### src/rtl/itof_pipe.sv
// itof_pipe: handshaked integer-to-binary32 converter, round-to-nearest-even.
// Stages: S1 absolute value, S2 normalise, S3 round. Capacity 3 transactions.
// Optional: define ITOF_PIPE_INEXACT_EN to add the out_inexact output.
module itof_pipe #(
  parameter int IW = 32
) (
  input  logic          clk,
  input  logic          rstn,
  input  logic          in_valid,
  output logic          in_ready,
  input  logic [IW-1:0] in_data,
  input  logic          in_unsigned,
  output logic          out_valid,
  input  logic          out_ready,
  output logic [31:0]   out_data
`ifdef ITOF_PIPE_INEXACT_EN
  ,
  output logic          out_inexact
`endif
);

  localparam int XW = IW + 24;

  logic            ld1, ld2, ld3;
  logic            v1, v2, v3;

  logic            s1_sign;
  logic [IW-1:0]   s1_mag;

  logic            s2_sign, s2_zero, s2_guard, s2_sticky;
  logic [7:0]      s2_exp;
  logic [22:0]     s2_frac;

  logic [31:0]     s3_data;

  logic            c1_sign;
  logic [IW-1:0]   c1_mag;
  logic [6:0]      c2_p;
  logic [6:0]      c2_shamt;
  logic [XW-1:0]   c2_ext;
  logic            c3_inc;
  logic [23:0]     c3_sum;
  logic [7:0]      c3_exp;

  assign ld3      = !v3 || out_ready;
  assign ld2      = !v2 || ld3;
  assign ld1      = !v1 || ld2;
  assign in_ready = ld1;

  assign out_valid = v3;
  assign out_data  = s3_data;

  // S1 combinational: sign extraction and magnitude
  always_comb begin
    c1_sign = !in_unsigned && in_data[IW-1];
    c1_mag  = c1_sign ? (~in_data + IW'(1)) : in_data;
  end

  // S2 combinational: leading-one search and left-justify below the hidden bit
  always_comb begin
    c2_p = '0;
    for (int unsigned i = 0; i < IW; i++) begin
      if (s1_mag[i]) c2_p = 7'(i);
    end
    c2_shamt = 7'(IW - 1) - c2_p;
    // the leading one shifts out of the top, leaving fraction/guard/sticky bits
    c2_ext = {s1_mag[IW-2:0], 25'd0} << c2_shamt;
  end

  // S3 combinational: round to nearest even, carry into the exponent
  always_comb begin
    c3_inc = s2_guard && (s2_sticky || s2_frac[0]);
    c3_sum = {1'b0, s2_frac} + 24'(c3_inc);
    c3_exp = s2_exp + 8'(c3_sum[23]);
  end

  // Stage 1 register: sign and magnitude
  always_ff @(posedge clk) begin
    if (!rstn) begin
      v1      <= 1'b0;
      s1_sign <= 1'b0;
      s1_mag  <= '0;
    end else if (ld1) begin
      v1 <= in_valid;
      if (in_valid) begin
        s1_sign <= c1_sign;
        s1_mag  <= c1_mag;
      end
    end
  end

  // Stage 2 register: normalised fraction, exponent, rounding bits
  always_ff @(posedge clk) begin
    if (!rstn) begin
      v2        <= 1'b0;
      s2_sign   <= 1'b0;
      s2_zero   <= 1'b0;
      s2_guard  <= 1'b0;
      s2_sticky <= 1'b0;
      s2_exp    <= '0;
      s2_frac   <= '0;
    end else if (ld2) begin
      v2 <= v1;
      if (v1) begin
        s2_sign   <= s1_sign;
        s2_zero   <= ~|s1_mag;
        s2_frac   <= c2_ext[XW-1 -: 23];
        s2_guard  <= c2_ext[XW-24];
        s2_sticky <= |c2_ext[XW-25:0];
        s2_exp    <= 8'd127 + 8'(c2_p);
      end
    end
  end

  // Stage 3 register: packed binary32 result, held while stalled
  always_ff @(posedge clk) begin
    if (!rstn) begin
      v3      <= 1'b0;
      s3_data <= '0;
    end else if (ld3) begin
      v3 <= v2;
      if (v2) begin
        s3_data <= s2_zero ? 32'h0000_0000 : {s2_sign, c3_exp, c3_sum[22:0]};
      end
    end
  end

`ifdef ITOF_PIPE_INEXACT_EN
  logic s3_inexact;

  assign out_inexact = s3_inexact;

  // Inexact flag travels with the stage 3 result
  always_ff @(posedge clk) begin
    if (!rstn) begin
      s3_inexact <= 1'b0;
    end else if (ld3 && v2) begin
      s3_inexact <= s2_guard || s2_sticky;
    end
  end
`endif

endmodule

### config.mk
export PLATFORM = sky130hd
export DESIGN_NAME = itof_pipe
export DESIGN_NICKNAME = d
export VERILOG_FILES = /design/src/rtl/itof_pipe.sv
export SDC_FILE = /design/constraint.sdc
export NUM_CORES = 1
export LEC_CHECK = 0
export CAP_MARGIN = 20
export CORE_MARGIN = 3
export CORE_UTILIZATION = 53
export DETAILED_ROUTE_END_ITERATION = 10
export GPL_TIMING_DRIVEN = 0
export PLACE_DENSITY = 0.75
export SLEW_MARGIN = 30
export SYNTH_ARGS = -nofsm -noshare
export SYNTH_HDL_FRONTEND = slang
export SYNTH_SLANG_ARGS = --single-unit
### constraint.sdc
create_clock -name clk -period 3.31 [get_ports clk]
set_input_delay 0.662 -clock clk [delete_from_list [all_inputs] [get_ports clk]]
set_output_delay 0.662 -clock clk [all_outputs]
set_load 0.01 [all_outputs]
==> results.sh, run 1 <==
export IMPL_ys_types=77
export IMPL_ff2ff_setup_slack_ps=10
export IMPL_min_period_ps=3299
export IMPL_vdd_drop_max_v=0.0002913
export IMPL_yosysTopAreaCellShare=0.2955
export IMPL_fmax_mhz=303.1
export IMPL_holdPathStages=2
export IMPL_hold_class="register to register"
export IMPL_hold_buffers=0
export IMPL_worst_pin_slew_ps=670.8
export IMPL_synth_cells=865
export IMPL_track_usage=0.2875
export IMPL_synth_edff_count=0
export IMPL_dieArea_um2=14580
export IMPL_postRouteAntennaNets=0
export IMPL_final_cell_mix="117 x nor2_1, 103 x dfxtp_1, 70 x mux2i_1"
export IMPL_crit_start="s1_mag[16]$_SDFFE_PN0P_"
export IMPL_dp_cells=1107
export IMPL_synth_ff_type="dfxtp_1"
export IMPL_syn_cell_area_um2=6978
export IMPL_worstPathMaxFanout=9
export IMPL_crit_type="register to register"
export IMPL_final_cells=1122
export IMPL_dr_pass1_iters=8
export IMPL_die_h_um=120.7
export IMPL_startpoint_type="register"
export IMPL_start_util=0.5485
export IMPL_min_to="out_data[20]$_SDFFE_PN0P_"
export IMPL_drv_slew=0
export IMPL_grt_antenna_before_repair=0
export IMPL_yosys_area_share_adder=0.01076
export IMPL_synth_fp_nets=908
export IMPL_synth_xor_area_share=0.07154
export IMPL_clkTransAtPathRegs_ps=80
export IMPL_synthTopCellsByArea="dfxtp_1 30%, mux2i_1 10%, nor2_1 6.3%, xor2_1 4.0%, a211oi_1 3.9%"
export IMPL_vias=7065
export IMPL_leakagePower_nw=3.104
export IMPL_r2r_cells=10
export IMPL_synthMuxAreaShare=0.1198
export IMPL_synth_avg_cell_area_um2=8.067
export IMPL_core_area_um2=12720
export IMPL_yosysWarnings=0
export IMPL_rows=41
export IMPL_htreeDepth=3
export IMPL_synth_top_family_by_area="compound AO/OA/AOI/OAI gates"
export IMPL_skew_ps=8.338
export IMPL_status="completed"
export IMPL_synth_seq_area_share=0.2955
export IMPL_clock_latency_ps=360
export IMPL_powerDensity_nw_per_um2=451.9
export IMPL_grt_max_degree=20
export IMPL_slew_headroom=0.5412
export IMPL_end_kind="register"
export IMPL_drt_iter0_markers=885
export IMPL_drc=0
export IMPL_final_nets=988
export IMPL_area_delta_synth_final_pct=18.49
export IMPL_layout_commonest_cell="nor2_1"
export IMPL_hpwl_mm=16.14
export IMPL_crit_reg2reg_launch="s1_mag[16]$_SDFFE_PN0P_"
export IMPL_clockBufferDepth=2
export IMPL_routed_wl_mm=21.34
export IMPL_reg2reg_to="s2_frac[8]$_SDFFE_PN0P_"
export IMPL_n_antenna_cell=0
export IMPL_hold_start="out_data[20]$_SDFFE_PN0P_"
export IMPL_post_route_period_util=0.9966
export IMPL_design_area_um2=8268
export IMPL_grt_pass1_wl_mm=33.67
export IMPL_synth_simple_area_share=0.2028
export IMPL_synth_top_area_cell="dfxtp_1"
export IMPL_dpl_cell_area_um2=7894
export IMPL_cts_root_buf="clkbuf_16"
export IMPL_cp_arrival_ps=3600
export IMPL_grt_pass1_vias=6402
export IMPL_hold_viol=0
export IMPL_drive_above_1_share=0.08000
export IMPL_routedWlPerCell_um=19.02
export IMPL_io_buffer_count=70
export IMPL_maxCapViolCount=0
export IMPL_globalplace_congestion=1.015
export IMPL_setup_viol=0
export IMPL_gr_total_overflow=0
export IMPL_ys_seq_elements=103
export IMPL_cts_buffers=9
export IMPL_viasPerCell=6.297
export IMPL_io_pin_count=71
export IMPL_dieWidth_um=120.7
export IMPL_clock_sink_count=103
export IMPL_synth_compound_area_frac=0.2405
export IMPL_cts_tree="done"
export IMPL_synthArstFlopShare=0
export IMPL_required_ps=3610
## stage by stage
stage	setup WS [ps]	hold WS, ps	total power [mW]	util	setup TNS [ps]
after floorplan	370.8	431.2	2.276	-	0
after global placement	-347.3	443.3	2.627	0.6205	-1598
after detailed placement	-398.6	445.5	2.633	0.6205	-1765
after CTS	13.99	456.0	3.671	0.6444	0
after global routing	-0.1794	484.0	3.870	0.6499	-0.1794
final	11.19	452.3	3.737	0.6499	0
## power by group
| group | switching (mW) | leakage, nW | total [mW] | internal (mW) |
|---|---|---|---|---|
| Clock | 0.525 | 0.145 | 1.05 | 0.529 |
| Sequential | 0.0865 | 0.842 | 1.40 | 1.31 |
| Combinational | 0.771 | 2.12 | 1.28 | 0.513 |
| Total | 1.38 | 3.10 | 3.74 | 2.35 |
## layer usage
layer / vias up / GRT usage / part of all wire
met5: - / 0 / 0
met4: 0 / 0.1381 / 0.050
met3: 94 / 0.04724 / 0.084
met2: 414 / 0.4471 / 0.44
met1: 3202 / 0.3884 / 0.42
li1: 3355 / - / -
## final cells by class
class | count | area (um^2)
Multi-Input combinational cell | 673 | 4576
Fill cell | 1168 | 4454
Sequential cell | 103 | 2062
Timing Repair Buffer | 71 | 716.9
Buffer | 69 | 339.1
Clock buffer | 9 | 225.2
Tap cell | 172 | 215.2
Inverter | 18 | 68.82
Clock inverter | 7 | 65.06
## registers in the layout (all words and copies together) (netlist names)
register   count
s2_zero        1
v2             1
s2_sign        1
v1             1
s2_exp         8
s1_mag        32
s2_sticky      1
out_valid      1
out_data      32
s2_frac       23
s1_sign        1
s2_guard       1
## worst max-delay path, stage by stage (launching register included)
cell      delay [ps]
dfxtp_1          300
clkbuf_1         210
nor4_1           560
and2_1           200
clkbuf_1         410
nand3_1          340
nor2_1           460
nand2_1          140
nor4_1           340
a21o_1           130
a221o_1          150
## cells by family (layout without fill, tap and decap cells)
| kind of cell | after synthesis | in the layout |
|---|---|---|
| AOI/OAI and AO/OA | 230 | 230 |
| muxes | 82 | 82 |
| adders and majority gates | 6 | 6 |
| DFF | 103 | 103 |
| xor gates and xnor gates | 57 | 57 |
| and+or+nand+nor | 298 | 298 |
| buffers and inverters | 89 | 174 |
## worst max path at each step
stage          slack (ps)                      end  cells past startpoint
2_1_floorplan         370  s1_mag[28]$_SDFFE_PN0P_                      8
6_report               10  s2_frac[8]$_SDFFE_PN0P_                     10
5_1_grt              -0.2  s1_mag[28]$_SDFFE_PN0P_                      9
3_3_place_gp         -350  s1_mag[28]$_SDFFE_PN0P_                      9
3_5_place_dp         -400  s1_mag[28]$_SDFFE_PN0P_                      9
4_1_cts                10  s1_mag[28]$_SDFFE_PN0P_                      9
## synthesized netlist by cell type, drive strengths merged (6+ instances only)
cell type	n
a211oi	36
a21o	8
a21oi	44
a221o	6
a221oi	6
a22o	7
a22oi	25
buf	26
clkbuf	45
dfxtp	103
ha	6
inv	17
mux2	9
mux2i	73
nand2	65
nand2b	7
nand3	23
nand4	6
nor2	118
nor2b	6
nor3	21
nor4	15
o2111ai	6
o211ai	8
o21ai	24
o31ai	7
o41ai	6
or3	6
or4	11
xnor2	25
xor2	32
## repair_timing
item,4_1_cts,5_1_grt
gates resized for setup,4,15
setup buffers,0,1
pin swaps,1,3
endpoints found under the setup margin,2,28
No activity file was read; power rests on OpenSTA's default activity.
==> run 2: changes to the inputs <==
--- a/config.mk
+++ b/config.mk
@@ -11,7 +11,6 @@
 export DETAILED_ROUTE_END_ITERATION = 10
 export GPL_TIMING_DRIVEN = 0
 export PLACE_DENSITY = 0.75
-export SLEW_MARGIN = 30
 export SYNTH_ARGS = -nofsm -noshare
 export SYNTH_HDL_FRONTEND = slang
 export SYNTH_SLANG_ARGS = --single-unit
==> constraint.sdc (replaced) <==
create_clock -name clk -period 3.87 [get_ports clk]
set_input_delay 0.774 -clock clk [delete_from_list [all_inputs] [get_ports clk]]
set_output_delay 0.774 -clock clk [all_outputs]
set_load 0.01 [all_outputs]
==> results.sh, run 2 (same netlist as run 1, synthesis figures left out) <==
export IMPL_status="completed"
export IMPL_worstPathMaxFanout=8
export IMPL_cts_resized=0
export IMPL_final_cell_mix="117 x nor2_1, 103 x dfxtp_1, 72 x mux2i_1"
export IMPL_crit_path_cell_trace="clkdlybuf4s50_1, and3b_1, nor2b_1, nand2_1, a21oi_1, nand2_1, a2111oi_0, a221oi_2, o211ai_1"
export IMPL_dieWidth_um=120.7
export IMPL_hpwl_mm=16.14
export IMPL_cp_common_cell="nand2_1"
export IMPL_startpoint_type="input pin"
export IMPL_worst_pin_slew_ps=940.6
export IMPL_final_fill_count=1172
export IMPL_vias=7025
export IMPL_hold_class="register to register"
export IMPL_final_nets=989
export IMPL_clock_latency_ps=360
export IMPL_cts_root_buf="clkbuf_16"
export IMPL_area_delta_synth_final_pct=17.29
export IMPL_post_route_worst_setup_slack_ps=310.6
export IMPL_rows=41
export IMPL_setup_tns_final_ps=0
export IMPL_fmax_mhz=281.0
export IMPL_critPathBufInv=1
export IMPL_drt_iter0_markers=829
export IMPL_required_ps=4160
export IMPL_leakagePower_nw=3.057
export IMPL_drv_slew=0
export IMPL_cts_buffers=9
export IMPL_track_usage=0.2869
export IMPL_drc=0
export IMPL_final_cells=1123
export IMPL_postRouteAntennaNets=0
export IMPL_routed_wl_mm=21.11
export IMPL_die_h_um=120.7
export IMPL_cts_tree="done"
export IMPL_min_period_ps=3559
export IMPL_critPathMaxStageDelay_ps=670
export IMPL_grt_antenna_before_repair=0
export IMPL_layout_commonest_cell="nor2_1"
export IMPL_end_kind="register"
export IMPL_viasPerCell=6.256
export IMPL_grt_pass1_vias=6409
export IMPL_clock_sink_count=103
export IMPL_clockBufferDepth=2
export IMPL_vdd_drop_max_v=0.0002505
export IMPL_n_antenna_cell=0
export IMPL_p_total_mw=3.175
export IMPL_rsz0062_at_grt="no"
export IMPL_place_ws_ps=49.37
export IMPL_dieArea_um2=14580
export IMPL_post_route_period_util=0.9197
export IMPL_htreeDepth=3
export IMPL_globalplace_congestion=1.015
export IMPL_path_delay_family="compound AO/OA/AOI/OAI gates"
export IMPL_grt_pass1_wl_mm=33.60
export IMPL_crit_type="input pin to register"
export IMPL_skew_ps=7.476
export IMPL_core_area_um2=12720
export IMPL_cp_slowest_cell="a21oi_1"
export IMPL_slew_headroom=0.3672
export IMPL_hold_buffers=0
export IMPL_io_buffer_count=70
export IMPL_gr_total_overflow=0
export IMPL_clkTransAtPathRegs_ps=80
export IMPL_routedWlPerCell_um=18.80
export IMPL_setup_viol=0
export IMPL_start_util=0.5485
export IMPL_io_pin_count=71
export IMPL_grt_max_degree=20
export IMPL_dp_cells=1107
export IMPL_powerDensity_nw_per_um2=387.9
export IMPL_hold_viol=0
export IMPL_post_cts_buffers=0
export IMPL_cp_arrival_ps=3850
export IMPL_maxCapViolCount=0
export IMPL_drive_above_1_share=0.06414
export IMPL_dr_pass1_iters=6
## run 2: per-stage QoR
| stage | area [um^2] | utilization | hold WS [ps] |
|---|---|---|---|
| after floorplan | 6978 | - | 431.2 |
| after detailed placement | 7894 | 0.6205 | 445.5 |
| after CTS | 8184 | 0.6433 | 456.0 |
| final | 8184 | 0.6433 | 452.2 |
| after global placement | 7894 | 0.6205 | 443.3 |
| after global routing | 8184 | 0.6433 | 484.0 |
## run 2: final cells by class
cell class              instances  area [um^2]  area share
clock buffers                   9        225.2     0.02752
well taps                     172        215.2     0.02630
plain buffers                  71        344.1     0.04204
inverters                      18        68.82    0.008408
repair buffers                 70        700.7     0.08561
clock inverters                 7        65.06    0.007950
flip-flops and latches        103         2062      0.2519
multi-input cells             673         4503      0.5502
## run 2: metal layers
metal / GRT usage / share of wire / vias up
li1: - / - / 3357
met1: 0.3869 / 0.43 / 3211
met2: 0.4457 / 0.44 / 362
met3: 0.04911 / 0.082 / 95
met4: 0.1374 / 0.048 / 0
met5: 0 / 0 / -
## run 2: path summary, 6_finish.rpt
path / to / depth (start not counted) / from / slack (ps)
max: s2_frac[20]$_SDFFE_PN0P_ / 9 / out_ready / 310
min: out_data[20]$_SDFFE_PN0P_ / 2 / out_data[20]$_SDFFE_PN0P_ / 450
max reg2reg: s2_frac[20]$_SDFFE_PN0P_ / 9 / s1_mag[16]$_SDFFE_PN0P_ / 410
min reg2reg: out_data[20]$_SDFFE_PN0P_ / 2 / out_data[20]$_SDFFE_PN0P_ / 450
## run 2: tightest hold or removal path, cell delays in order (launching register included)
cell	delay, ps
dfxtp_1	310
nand2_1	50
a21oi_1	50
## run 2: power by group
group / switching, mW / total, mW / leakage, nW / internal (mW)
Clock: 0.448 / 0.900 / 0.145 / 0.453
Sequential: 0.0685 / 1.19 / 0.842 / 1.12
Combinational: 0.653 / 1.08 / 2.07 / 0.432
Total: 1.17 / 3.17 / 3.06 / 2.01
==> run 3: changes to the inputs <==
--- a/config.mk
+++ b/config.mk
@@ -6,11 +6,13 @@
 export NUM_CORES = 1
 export LEC_CHECK = 0
 export CAP_MARGIN = 20
+export CELL_PAD_IN_SITES_DETAIL_PLACEMENT = 0
+export CELL_PAD_IN_SITES_GLOBAL_PLACEMENT = 1
 export CORE_MARGIN = 3
-export CORE_UTILIZATION = 53
+export CORE_UTILIZATION = 47
 export DETAILED_ROUTE_END_ITERATION = 10
 export GPL_TIMING_DRIVEN = 0
-export PLACE_DENSITY = 0.75
+export PLACE_DENSITY_LB_ADDON = 0.1
 export SYNTH_ARGS = -nofsm -noshare
 export SYNTH_HDL_FRONTEND = slang
 export SYNTH_SLANG_ARGS = --single-unit
==> results.sh, run 3 (same netlist as run 1, synthesis figures left out) <==
export IMPL_min_period_ps=3711
export IMPL_fmax_mhz=269.5
export IMPL_rsz0062_at_grt="no"
export IMPL_clockBufferDepth=2
export IMPL_status="completed"
export IMPL_hold_class="register to register"
export IMPL_core_area_um2=14200
export IMPL_vias=7169
export IMPL_layout_commonest_cell="nor2_1"
export IMPL_drv_slew=0
export IMPL_routed_wl_mm=23.86
export IMPL_worstPathMaxFanout=8
export IMPL_hold_start="out_data[20]$_SDFFE_PN0P_"
export IMPL_clock_sink_count=103
export IMPL_htreeDepth=3
export IMPL_post_cts_buffers=0
export IMPL_rows=43
export IMPL_end_kind="register"
export IMPL_hold_viol=0
export IMPL_use_met2=0.4365
export IMPL_cts_tree="done"
export IMPL_routedWlPerCell_um=21.09
export IMPL_hold_buffers=0
export IMPL_drc=0
export IMPL_final_cell_mix="117 x nor2_1, 103 x dfxtp_1, 72 x mux2i_1"
export IMPL_grt_pass1_vias=6797
export IMPL_slew_headroom=0.2912
export IMPL_gr_total_overflow=0
export IMPL_maxCapViolCount=0
export IMPL_drive_above_1_share=0.06414
export IMPL_required_ps=4150
export IMPL_clock_latency_ps=360
export IMPL_start_util=0.4913
export IMPL_cts_root_buf="clkbuf_16"
export IMPL_cts_buffers=9
export IMPL_io_pin_count=71
export IMPL_final_cells=1131
export IMPL_holdWs_ps=458.7
export IMPL_final_nets=989
export IMPL_vdd_drop_max_v=0.0002426
export IMPL_post_route_period_util=0.9589
export IMPL_crit_start="out_ready"
export IMPL_area_delta_synth_final_pct=18.15
export IMPL_skew_ps=10.58
export IMPL_dp_cells=1115
export IMPL_leakagePower_nw=3.075
export IMPL_clkTransAtPathRegs_ps=70
export IMPL_powerDensity_nw_per_um2=407.8
export IMPL_grt_antenna_before_repair=0
export IMPL_min_to="out_data[20]$_SDFFE_PN0P_"
export IMPL_cp_arrival_ps=3990
export IMPL_met1_usage=0.4164
export IMPL_cts_resized=0
export IMPL_ff2ff_setup_slack_ps=320
export IMPL_worst_pin_slew_ps=1054
export IMPL_dieArea_um2=16340
export IMPL_track_usage=0.2905
export IMPL_viasPerCell=6.339
export IMPL_postRouteAntennaNets=0
export IMPL_dr_pass1_iters=5
export IMPL_grt_pass1_wl_mm=37.56
export IMPL_hpwl_mm=18.56
export IMPL_grt_max_degree=20
export IMPL_r2r_cells=11
export IMPL_n_antenna_cell=0
export IMPL_gr_max_usage_layer="met2"
export IMPL_crit_reg2reg_launch="s1_mag[21]$_SDFFE_PN0P_"
export IMPL_globalplace_congestion=0.9801
export IMPL_reg2reg_to="s2_frac[20]$_SDFFE_PN0P_"
export IMPL_dieWidth_um=127.8
export IMPL_drt_iter0_markers=630
export IMPL_holdPathStages=2
export IMPL_io_buffer_count=70
export IMPL_setup_viol=0
export IMPL_startpoint_type="input pin"
export IMPL_die_h_um=127.8
export IMPL_crit_type="input pin to register"
export IMPL_met3_usage=0.06500
## run 3: cell count changes in the layout (fill, tap and decap cells not counted), sizes merged
cell	delta
bufinv	+2
clkinvlp	+1
clkinv	-3
## run 3: worst max path at each step
stage               slack, ps                        to
finish                    160  s2_frac[20]$_SDFFE_PN0P_
global route               70  s2_frac[20]$_SDFFE_PN0P_
CTS                       330  s2_frac[20]$_SDFFE_PN0P_
detailed placement        -60  s2_frac[20]$_SDFFE_PN0P_
global placement           10  s2_frac[20]$_SDFFE_PN0P_
floorplan                 820   s1_mag[28]$_SDFFE_PN0P_
## run 3: power by group
group	switching (mW)	total, mW	internal, mW
logic	0.679	1.11	0.432
clock network	0.476	1.06	0.585
registers	0.0686	1.19	1.12
total	1.22	3.36	2.14
## run 3: through the flow
step	utilization	setup WS [ps]	total power [mW]	cell area, um^2	TNS [ps]
global route	0.5804	72.45	3.496	8244	0
detailed placement	0.5565	-56.61	2.291	7904	-62.06
global placement	0.5565	9.749	2.283	7904	0
finish	0.5804	159.1	3.362	8244	0
floorplan	-	818.8	1.947	6978	0
CTS	0.5804	325.6	3.341	8244	0
## run 3: final cells by class
type / instances / area [um^2]
Multi-Input combinational cell: 673 / 4503
Clock buffer: 9 / 225.2
Clock inverter: 7 / 115.1
Buffer: 71 / 344.1
Fill cell: 1330 / 5959
Timing Repair Buffer: 70 / 700.7
Sequential cell: 103 / 2062
Tap cell: 180 / 225.2
Inverter: 18 / 68.82
## run 3: metal layers
layer,routed length [um],share of wire,up-vias
li1,-,-,3357
met1,11300,0.47,3491
met2,10430,0.44,281
met3,1637,0.069,40
met4,485,0.020,0
met5,0,0,-
## run 3: critical path, cell delays in order
cell             delay, ps
clkdlybuf4s50_1        480
and3b_1                230
nor2b_1                420
nand2_1                160
a21oi_1                640
nand2_1                330
a2111oi_0              750
a221oi_2                50
o211ai_1               150
